[config.mk]
export PLATFORM = sky130hd
export DESIGN_NAME = regfile_16bit
export DESIGN_NICKNAME = d
export VERILOG_FILES = /design/src/rtl/cpu_pkg.sv /design/src/rtl/alu_flags_reg.sv /design/src/rtl/regfile_16bit.sv
export SDC_FILE = /design/constraint.sdc
export NUM_CORES = 1
export LEC_CHECK = 0
export CAP_MARGIN = 5
export CORE_ASPECT_RATIO = 0.7
export CORE_MARGIN = 2
export CORE_UTILIZATION = 45
export DETAILED_ROUTE_END_ITERATION = 8
export GPL_ROUTABILITY_DRIVEN = 0
export HOLD_SLACK_MARGIN = 0.06
export PLACE_DENSITY = 0.66
export SETUP_SLACK_MARGIN = 0.5
export SLEW_MARGIN = 20
export SYNTH_ARGS = -nofsm -noshare
export SYNTH_HDL_FRONTEND = slang
export SYNTH_HIERARCHICAL = 1
export SYNTH_SLANG_ARGS = --single-unit
export TNS_END_PERCENT = 50
[constraint.sdc]
create_clock -name clk -period 1.4 [get_ports clk]
set_input_delay 0.28 -clock clk [delete_from_list [all_inputs] [get_ports clk]]
set_output_delay 0.28 -clock clk [all_outputs]
set_load 0.01 [all_outputs]
[src/rtl/cpu_pkg.sv]
// Shared CPU datapath types and constants used by the register file and the ALU.
package cpu_pkg;

    localparam int unsigned DATA_W     = 16;
    localparam int unsigned REG_ADDR_W = 3;

    typedef logic [REG_ADDR_W-1:0] reg_addr_t;
    typedef logic [DATA_W-1:0]     word_t;

    localparam reg_addr_t REG_ZERO = REG_ADDR_W'(0);

endpackage : cpu_pkg

[src/rtl/alu_flags_reg.sv]
// Two-bit status register capturing ALU carry-out and zero for later conditional branches.
module alu_flags_reg (
    input  logic clk,
    input  logic reset,
    input  logic flag_we,
    input  logic alu_cout,
    input  logic alu_zero,
    output logic flag_c,
    output logic flag_z
);

    logic [1:0] flags_q;
    logic [1:0] flags_d;

    always_comb begin
        flags_d = flags_q;
        if (flag_we) begin
            flags_d = {alu_cout, alu_zero};
        end
    end

    always_ff @(posedge clk) begin
        if (reset) begin
            flags_q <= 2'b00;
        end else begin
            flags_q <= flags_d;
        end
    end

    assign flag_c = flags_q[1];
    assign flag_z = flags_q[0];

endmodule : alu_flags_reg

[src/rtl/regfile_16bit.sv]
// Eight-entry register file with hardwired r0 and ALU status flags.
// Define REGFILE_BYPASS_EN to forward same-cycle write data onto the read ports.
module regfile_16bit #(
    parameter int unsigned DATA_W = 16,
    parameter int unsigned NREGS  = 8
) (
    input  logic                           clk,
    input  logic                           reset,
    input  logic [cpu_pkg::REG_ADDR_W-1:0] ra1,
    input  logic [cpu_pkg::REG_ADDR_W-1:0] ra2,
    output logic [DATA_W-1:0]              rd1,
    output logic [DATA_W-1:0]              rd2,
    input  logic                           we,
    input  logic [cpu_pkg::REG_ADDR_W-1:0] wa,
    input  logic [DATA_W-1:0]              wd,
    input  logic                           flag_we,
    input  logic                           alu_cout,
    input  logic                           alu_zero,
    output logic                           flag_c,
    output logic                           flag_z
);

    import cpu_pkg::*;

    logic [DATA_W-1:0] regs_q [NREGS];
    logic [DATA_W-1:0] regs_d [NREGS];
    logic              wr_en_c;

    assign wr_en_c = we && (wa != REG_ZERO);

    always_comb begin
        regs_d = regs_q;
        if (wr_en_c) begin
            regs_d[wa] = wd;
        end
    end

    always_ff @(posedge clk) begin
        if (reset) begin
            regs_q <= '{default: '0};
        end else begin
            regs_q <= regs_d;
        end
    end

    // r0 is masked on read so it reads zero regardless of array contents.
    always_comb begin
        rd1 = (ra1 == REG_ZERO) ? '0 : regs_q[ra1];
        rd2 = (ra2 == REG_ZERO) ? '0 : regs_q[ra2];
`ifdef REGFILE_BYPASS_EN
        if (wr_en_c && !reset && (wa == ra1)) begin
            rd1 = wd;
        end
        if (wr_en_c && !reset && (wa == ra2)) begin
            rd2 = wd;
        end
`endif
    end

    alu_flags_reg u_flags (
        .clk      (clk),
        .reset    (reset),
        .flag_we  (flag_we),
        .alu_cout (alu_cout),
        .alu_zero (alu_zero),
        .flag_c   (flag_c),
        .flag_z   (flag_z)
    );

endmodule : regfile_16bit
---- Word-level counts from Yosys, hierarchy flattened ----
Cells that the tools add are included.
W data, S select, Z words.
word-level totals
  output and inout bits ................... 34
  logic and storage cells ................. 32
  flip-flop bits (word level) ............. 130
  bits of input ports ..................... 31
operators by class
  bitwise gates (word level) .............. 3
  $lt $le $gt $ge ......................... 4
  reductions and logical operators ........ 5
  mux-type cells .......................... 11
operator list
  cell                  count
  $bwmux W128           1
  $mux W16              7
  $bmux W16 S3          2
  $demux W16 S3         1
  $ge A4 B4 Y1 const B  3
  $not A3 Y4            3
  $logic_not A3 Y1      2
  $lt A4 B1 Y1 const B  1
  $reduce_bool A3 Y1    1
  $logic_and A1 B1 Y1   2

---- Depth between registers and ports, before layout ----
Gate-level depths: netlist (run 1).
  depth in word-level cells ............... 6
  gate-level depth with buffers ........... 6
  mapped depth without buffers ............ 3

---- By module ----
Netlist (run 1), hierarchy kept.
modules (own cells, without submodules)
  module         times used  cells an instance  area each (um2)  sequential area each (um2)
  regfile_16bit  1           700                6227.2           2242.2
  alu_flags_reg  1           6                  67.6             40.0

---- Least setup slack after synthesis (run 1) ----
No wires, ideal clock.
  path kind ............................... in2out
  from .................................... input port ra1[2] (netlist name)
  to ...................................... output port rd1[10]
  cell stages on the path ................. 5
  required time ........................... 1.120 ns
  slack ................................... -0.133 ns
  path buffers ............................ 3
  arrival ................................. 1.253 ns
  path through ............................ buf_2 -> nor2b_1 -> clkbuf_2 -> buf_2 -> a221oi_1
on the way
  word-level cells in the longest chain between the ends .. 5
  elaborated cells on any way between the ends .. 6
  classes of those cells .................. mux (4); bitwise (1); reduce/logical (1)
ends and longest elaborated chain
  item                                          RTL line             RTL
  start, declared                               regfile_16bit.sv:9   input logic [cpu_pkg::REG_ADDR_W-1:0] ra1,
  $not A3 Y4 (not written as such)              regfile_16bit.sv:48  rd1 = (ra1 == REG_ZERO) ? '0 : regs_q[ra1];
  $bmux W16 S3                                  regfile_16bit.sv:48
  $mux W16 (not written as such) (2 in series)  regfile_16bit.sv:48
  $mux W16 (*)                                  regfile_16bit.sv:48
  end, declared                                 regfile_16bit.sv:11  output logic [DATA_W-1:0] rd1,
Every way passes the cells marked *; elsewhere a longest branch is shown, timed or not. The select of a mux whose other input is x is not followed.

---- Final worst setup path (run 1) ----
  from .................................... register regs_q[79] (netlist name)
  to ...................................... output port rd2[15]
on the way
  word-level cells in the longest chain between the ends .. 4
ends and longest elaborated chain
  item                                          RTL line             RTL
  start, declared                               regfile_16bit.sv:25  logic [DATA_W-1:0] regs_q [NREGS];
  start signal, assigned                        regfile_16bit.sv:42  regs_q <= regs_d;
  $bmux W16 S3                                  regfile_16bit.sv:49  rd2 = (ra2 == REG_ZERO) ? '0 : regs_q[ra2];
  $mux W16 (not written as such) (2 in series)  regfile_16bit.sv:49
  $mux W16                                      regfile_16bit.sv:49
  end, declared                                 regfile_16bit.sv:12  output logic [DATA_W-1:0] rd2,
Every way passes these cells. The select of a mux whose other input is x is not followed.

==> impl_metrics.yaml, run 1 <==
worst_hold_path:
  min_path_cells: 2
  min_from: "reset"
  holdPathEnd: "regs_q[33]"
  hp-class: "in2reg"
global_route:
  overflow: 0
  grt_pass1_wl_um: 40200
  grt_start_max_net_pins: 40
  antenna_found_initial: 2
  grt_pass1_vias: 6666
  track_usage_pct: 35.8
cells_and_area:
  fin_nets: 897
  fillers: 622
  drive_above_1_share_pct: 70.9
  area_growth_pct: 79.3
  final_cell_area_um2: 11300
critical_path:
  cp-start-kind: "flop"
  required_ns: 1.12
  regToRegStartpoint: "regs_q[96]"
  cp-end-kind: "output pin"
  cp.arrival_ns: 1.80
  rr_endpoint: "regs_q[96]"
  critPathKind: "reg2out"
  crit_fanout: 3
  r2r_cells: 3
  reg2reg_slack_ns: 0.48
synthesis:
  synthArstFlopShare_pct: 0
  netlist.area_leader.share_pct: 36.3
  avgSynthCellArea_um2: 8.92
  yosysUniqueCellTypes: 25
  syn_inst: 706
  synth-seq-cells: 114
  yosysWarnings: 6
  synth_edf_count: 0
  synth_top_area_cell: "dfxtp_1"
  synth_nets: 737
  synthTopCellsByArea: "dfxtp_1, nand2_1, mux2i_1"
  synth_commonest_cells: "nand2_1, dfxtp_1, mux2i_1, a221oi_1, a21oi_2"
  ys.flop_type: "dfxtp_1"
  synth-seq-area-share_pct: 36.3
  syn_area_um2: 6290
  synth.most_common_cell: "nand2_1"
sta:
  max_freq_mhz: 480
  setup-violations-final: 32
  whs_ns: 0.305
  fin_skew_ns: 0
  max_slew.worst_pin.slew_ns: 0.860
  fin_ws_ns: -0.683
  maxSlewViolCount: 0
  rsz0062_at_grt: "true"
  timing_hold_violations_final: 0
  relSlewSlack_pct: 42.7
  period_share_pct: 149
  min_period_ns: 2.08
  tns_ns: -15.01
clock_network:
  numCtsBuffers: 17
  tritoncts: "built"
  cts_sinks: 114
  clockBufferDepth: 2
  clk_latency_ns: 0.42
  htreeDepth: 4
  root_buffer: "clkbuf_16"
  clk_pin_slew_ns: 0.06
placed_design:
  port_buffers: 64
  dp_hpwl_um: 14500
  placed_area_um2: 8340
power:
  p_total_uw: 9930
  p_per_area_nw_per_um2: 880
  leakagePower_uw: 0.00488
  vdd_drop_max_mv: 0.852
outcome:
  status: "finished with violations"
  failed_checks: "setup timing"
detailed_routing:
  vias: 7391
  vias_per_cell: 6.90
  routed_wirelength_um: 34500
  wl_per_cell_um: 32.3
  route.antenna.remaining_nets: 0
  dr.pass1.iters: 6
  drt_iter0_markers: 848
  drc: 0
floorplan:
  io_pins: 65
  initial_utilization_pct: 45.7
  die_h_um: 103
  dieArea_um2: 15000
  core_area_um2: 13800
  rows: 36
  die_w_um: 145
flow_run:
  maxCapViolations: 0
==> critical path, cell delays in order, from the launching register on <==
cell,delay (ns)
dfxtp_2,0.34
mux2_4,0.32
a221oi_4,0.44
a221oi_2,0.09
buf_2,0.18
==> flip-flops by register name, indices dropped and copies added, names as in the netlist <==
signal,flops
u_flags/flags_q,2
regs_q,112
==> report_power, final <==
part	total (µW)	internal, µW	switching, µW	leakage (µW)
registers	3390	3320	75.7	0.000939
clock network	4430	2670	1770	0.000269
logic	2100	894	1210	0.00367
total	9930	6880	3050	0.00488
==> cell type report <==
type	instances	area (µm²)	area share, %
clock inverter	12	134	1.19
timing repair buffer	213	2360	20.9
antenna	2	5.00	0.0443
tap	190	238	2.11
clock buffer	20	447	3.96
multi-input combinational	520	5770	51.1
sequential	114	2330	20.6
==> stage by stage <==
| stage | std cells | utilization (%) | setup slack (ns) |
|---|---|---|---|
| 3_5_place_dp | 998 | 60.5 | -1.25 |
| 6_report | 1071 | 81.9 | -0.683 |
| 3_3_place_gp | 998 | 60.5 | -1.22 |
| 2_1_floorplan | 706 | - | -0.0152 |
| 5_1_grt | 1069 | 81.8 | -0.681 |
| 4_1_cts | 1060 | 73.1 | -0.523 |
==> how the worst max path moves through the flow <==
stage | slack, ns | start | endpoint
after floorplan | -0.02 | ra2[2] | rd2[0]
after global placement | -1.22 | ra1[2] | rd1[8]
after detailed placement | -1.25 | ra1[2] | rd1[8]
after CTS | -0.52 | regs_q[96] | rd1[0]
after global routing | -0.68 | regs_q[79] | rd2[15]
final | -0.68 | regs_q[79] | rd2[15]
==> cell usage in the layout, fill, tap and decap left out, types with 5 or more instances in the layout <==
cell type	n
dfxtp_2	33
clkbuf_16	22
buf_8	6
buf_4	80
nand2_1	80
nand2_2	19
mux2_4	31
buf_16	5
buf_2	32
a221oi_4	49
dfxtp_1	80
dlymetal6s2s_1	14
buf_12	33
a21oi_2	109
a221oi_2	15
mux2i_1	66
nand2_4	125
clkinvlp_4	5
buf_6	29
==> routing by layer <==
layer	up-vias	share of wire [%]	global-route usage (%)
li1	2862	-	-
met1	3572	36	46.3
met2	693	42	56.0
met3	262	13	9.78
met4	2	8.1	17.9
met5	-	0.19	0
==> cells by family (layout without fill, tap and decap cells) <==
| group | Yosys count | in the layout | synth area share (%) |
|---|---|---|---|
| multiplexers | 98 | 98 | 16.2 |
| other | 0 | 2 | 0 |
| flip-flops | 114 | 114 | 36.3 |
| AND/OR/NAND/NOR | 246 | 246 | 16.6 |
| AO/OA/AOI/OAI | 176 | 176 | 21.6 |
| buffers and inverters | 72 | 245 | 9.30 |
==> what timing repair did <==
action | CTS | global route
setup endpoints to repair | 146 | 143
pin swaps | 74 | 174
hold buffers | 0 | 0
gates cloned | 9 | 4
setup buffers | 21 | 5
gates resized for setup | 376 | 283
(Power assumes the default switching activity.)
==> inputs of run 2 (changes only) <==
--- a/config.mk
+++ b/config.mk
@@ -8,15 +8,14 @@
 export CAP_MARGIN = 5
 export CORE_ASPECT_RATIO = 0.7
 export CORE_MARGIN = 2
-export CORE_UTILIZATION = 45
+export CORE_UTILIZATION = 50
 export DETAILED_ROUTE_END_ITERATION = 8
 export GPL_ROUTABILITY_DRIVEN = 0
 export HOLD_SLACK_MARGIN = 0.06
-export PLACE_DENSITY = 0.66
+export PLACE_DENSITY = 0.72
 export SETUP_SLACK_MARGIN = 0.5
 export SLEW_MARGIN = 20
 export SYNTH_ARGS = -nofsm -noshare
 export SYNTH_HDL_FRONTEND = slang
-export SYNTH_HIERARCHICAL = 1
 export SYNTH_SLANG_ARGS = --single-unit
 export TNS_END_PERCENT = 50
==> constraint.sdc (replaced) <==
create_clock -name clk -period 2 [get_ports clk]
set_input_delay 0.4 -clock clk [delete_from_list [all_inputs] [get_ports clk]]
set_output_delay 0.4 -clock clk [all_outputs]
set_load 0.01 [all_outputs]
==> run 2 against run 1 <==
The flow still finishes with violations (setup timing). Clock skew did not move. Power fell by 31%. Register-to-register slack improved by 0.52 ns. Via count fell by 13%. Worst setup slack improved by 0.60 ns. Clock-buffer cell count rose by 1. Final cell count fell by 7.1%. Hold slack improved by 0.15 ns. Sequential share of layout area rose by 4.3 points. Utilization fell by 7.0 points. Critical path type unchanged. Critical endpoint is now rd2[12].
==> impl_metrics.yaml, run 2 <==
synthesis:
  synth.most_common_cell: "nand2_1"
  synthTopCellsByArea: "dfxtp_1, nand2_1, mux2i_1"
  synth-seq-cells: 114
  avgSynthCellArea_um2: 8.92
  syn_inst: 705
  synth-seq-area-share_pct: 36.3
  synth_nets: 736
  yosysWarnings: 0
  synth_commonest_cells: "nand2_1, dfxtp_1, mux2i_1, a221oi_1, a21oi_2"
  netlist.area_leader.share_pct: 36.3
  syn_area_um2: 6290
  yosysUniqueCellTypes: 25
  synth_top_area_cell: "dfxtp_1"
  synth_edf_count: 0
  ys.flop_type: "dfxtp_1"
  synthArstFlopShare_pct: 0
flow_run:
  maxCapViolations: 0
placed_design:
  dp_hpwl_um: 15300
  placed_area_um2: 7910
  port_buffers: 64
floorplan:
  die_w_um: 138
  initial_utilization_pct: 51.0
  io_pins: 65
  core_area_um2: 12300
  die_h_um: 97.8
  rows: 34
  dieArea_um2: 13500
clock_network:
  cts_hold_buf: 0
  root_buffer: "clkbuf_16"
  tritoncts: "built"
  clockBufferDepth: 2
  numCtsBuffers: 17
  clk_pin_slew_ns: 0.06
  clk_latency_ns: 0.42
  cts_sinks: 114
  htreeDepth: 4
power:
  p_per_area_nw_per_um2: 747
  leakagePower_uw: 0.00346
  p_total_uw: 6900
  vdd_drop_max_mv: 0.572
sta:
  timing_hold_violations_final: 0
  maxSlewViolCount: 0
  max_freq_mhz: 480
  whs_ns: 0.453
  fin_skew_ns: 0
  fin_ws_ns: -0.0836
  period_share_pct: 104
  min_period_ns: 2.08
  rsz0062_at_grt: "true"
  relSlewSlack_pct: 64.9
  setup-violations-final: 18
  max_slew.worst_pin.slew_ns: 0.525
critical_path:
  crit_fanout: 3
  reg2reg_slack_ns: 1.00
  slowest_stage: "dfxtp_2"
  critPathKind: "reg2out"
  cp.arrival_ns: 1.68
  r2r_cells: 2
  regToRegStartpoint: "regs_q[109]"
  path_common_cell: "a221oi_4"
  required_ns: 1.60
  cp-start-kind: "flop"
  cp_cell_sequence: "mux2_4, a221oi_4, buf_4, a221oi_4, buf_2"
  rr_endpoint: "regs_q[109]"
  cp-end-kind: "output pin"
  slowest_delay_ns: 0.33
worst_hold_path:
  min_from: "reset"
  holdPathEnd: "regs_q[77]"
  hp-class: "in2reg"
  min_path_cells: 2
outcome:
  status: "finished with violations"
  failed_checks: "setup timing"
cells_and_area:
  fillers: 753
  final_cell_mix: "nand2_1, dfxtp_1, buf_4"
  regMostFlops: "regs_q"
  antenna_cells: 0
  final_cell_area_um2: 9240
  drive_above_1_share_pct: 42.3
  top_regs: "regs_q (112), u_flags.flags_q (2)"
  largest_reg_flops: 112
  fin_nets: 852
  area_growth_pct: 47.0
  layout_commonest_cell: "nand2_1"
detailed_routing:
  vias: 6407
  drc: 0
  vias_per_cell: 6.44
  dr.pass1.iters: 6
  routed_wirelength_um: 24900
  route.antenna.remaining_nets: 0
  wl_per_cell_um: 25.0
  drt_iter0_markers: 962
global_route:
  grt_start_max_net_pins: 34
  grt_pass1_wl_um: 36900
  track_usage_pct: 35.6
  antenna_found_initial: 0
  grt_pass1_vias: 6300
  overflow: 0
==> run 2: cell count changes in the layout (fill, tap and decap cells not counted), moves of 20 or more <==
cell,change
a21oi_1,+49
a21oi_2,-48
buf_6,-22
clkdlybuf4s50_1,+20
nand2_1,+144
nand2_4,-125
==> run 2: final cells by class <==
class	instances	area (µm²)	area share, %
repair buffers	167	1680	18.1
multi-input cells	521	4410	47.8
clock inverters	10	181	1.96
flip-flops and latches	114	2300	24.9
well taps	162	203	2.19
clock buffers	21	460	4.98
==> run 2: logic make-up after synthesis <==
logic type	count (synthesis)	share of synthesized area [%]
muxes	98	16.2
buffers and inverters	71	9.18
and+or+nand+nor	246	16.7
AOI/OAI and AO/OA	176	21.6
DFF	114	36.3
==> run 2: worst max-delay path: cells and delay by family (launching register included) <==
| family | cells | cell delay [ns] |
|---|---|---|
| buffers and inverters | 2 | 0.34 |
| flip-flops | 1 | 0.33 |
| AO/OA/AOI/OAI | 2 | 0.31 |
| multiplexers | 1 | 0.29 |
==> run 2: per-layer routing <==
metal | vias to the layer above | GRT usage [%] | share of wire, %
met5 | - | 0 | 0
met1 | 3120 | 48.1 | 41
met3 | 79 | 9.96 | 11
li1 | 2755 | - | -
met2 | 453 | 54.3 | 45
met4 | 0 | 13.7 | 3.1
==> run 2: timing repair <==
item                                   in CTS  in global routing
setup endpoints to repair                  34                 34
gates cloned                                2                  2
setup buffers                               7                  9
gates resized for setup                   216                 33
endpoints found under the hold margin       0                  0
pin swaps                                  18                 19
==> run 2: through the flow <==
stage	setup slack, ns	TNS [ns]	instances	util, %
after floorplan	0.345	0	705	-
after global placement	-0.728	-21.04	944	64.1
after detailed placement	-0.787	-21.53	944	64.1
after CTS	-0.0928	-0.689	984	73.2
after global routing	-0.123	-1.33	995	74.9
final	-0.0836	-0.669	995	74.9
==> run 2: worst max-delay path by stage <==
stage | start | endpoint | cells past startpoint
4_1_cts | regs_q[92] | rd2[12] | 5
2_1_floorplan | ra2[2] | rd2[0] | 5
3_3_place_gp | ra2[1] | rd2[13] | 7
5_1_grt | regs_q[92] | rd2[12] | 5
6_report | regs_q[92] | rd2[12] | 5
3_5_place_dp | ra2[1] | rd2[13] | 7
==> run 2: where the power goes <==
| part | internal (µW) | switching (µW) | leakage (µW) |
|---|---|---|---|
| clock network | 2260 | 1130 | 0.000313 |
| logic | 520 | 620 | 0.00222 |
| registers | 2320 | 50.3 | 0.000932 |
| total | 5110 | 1800 | 0.00346 |
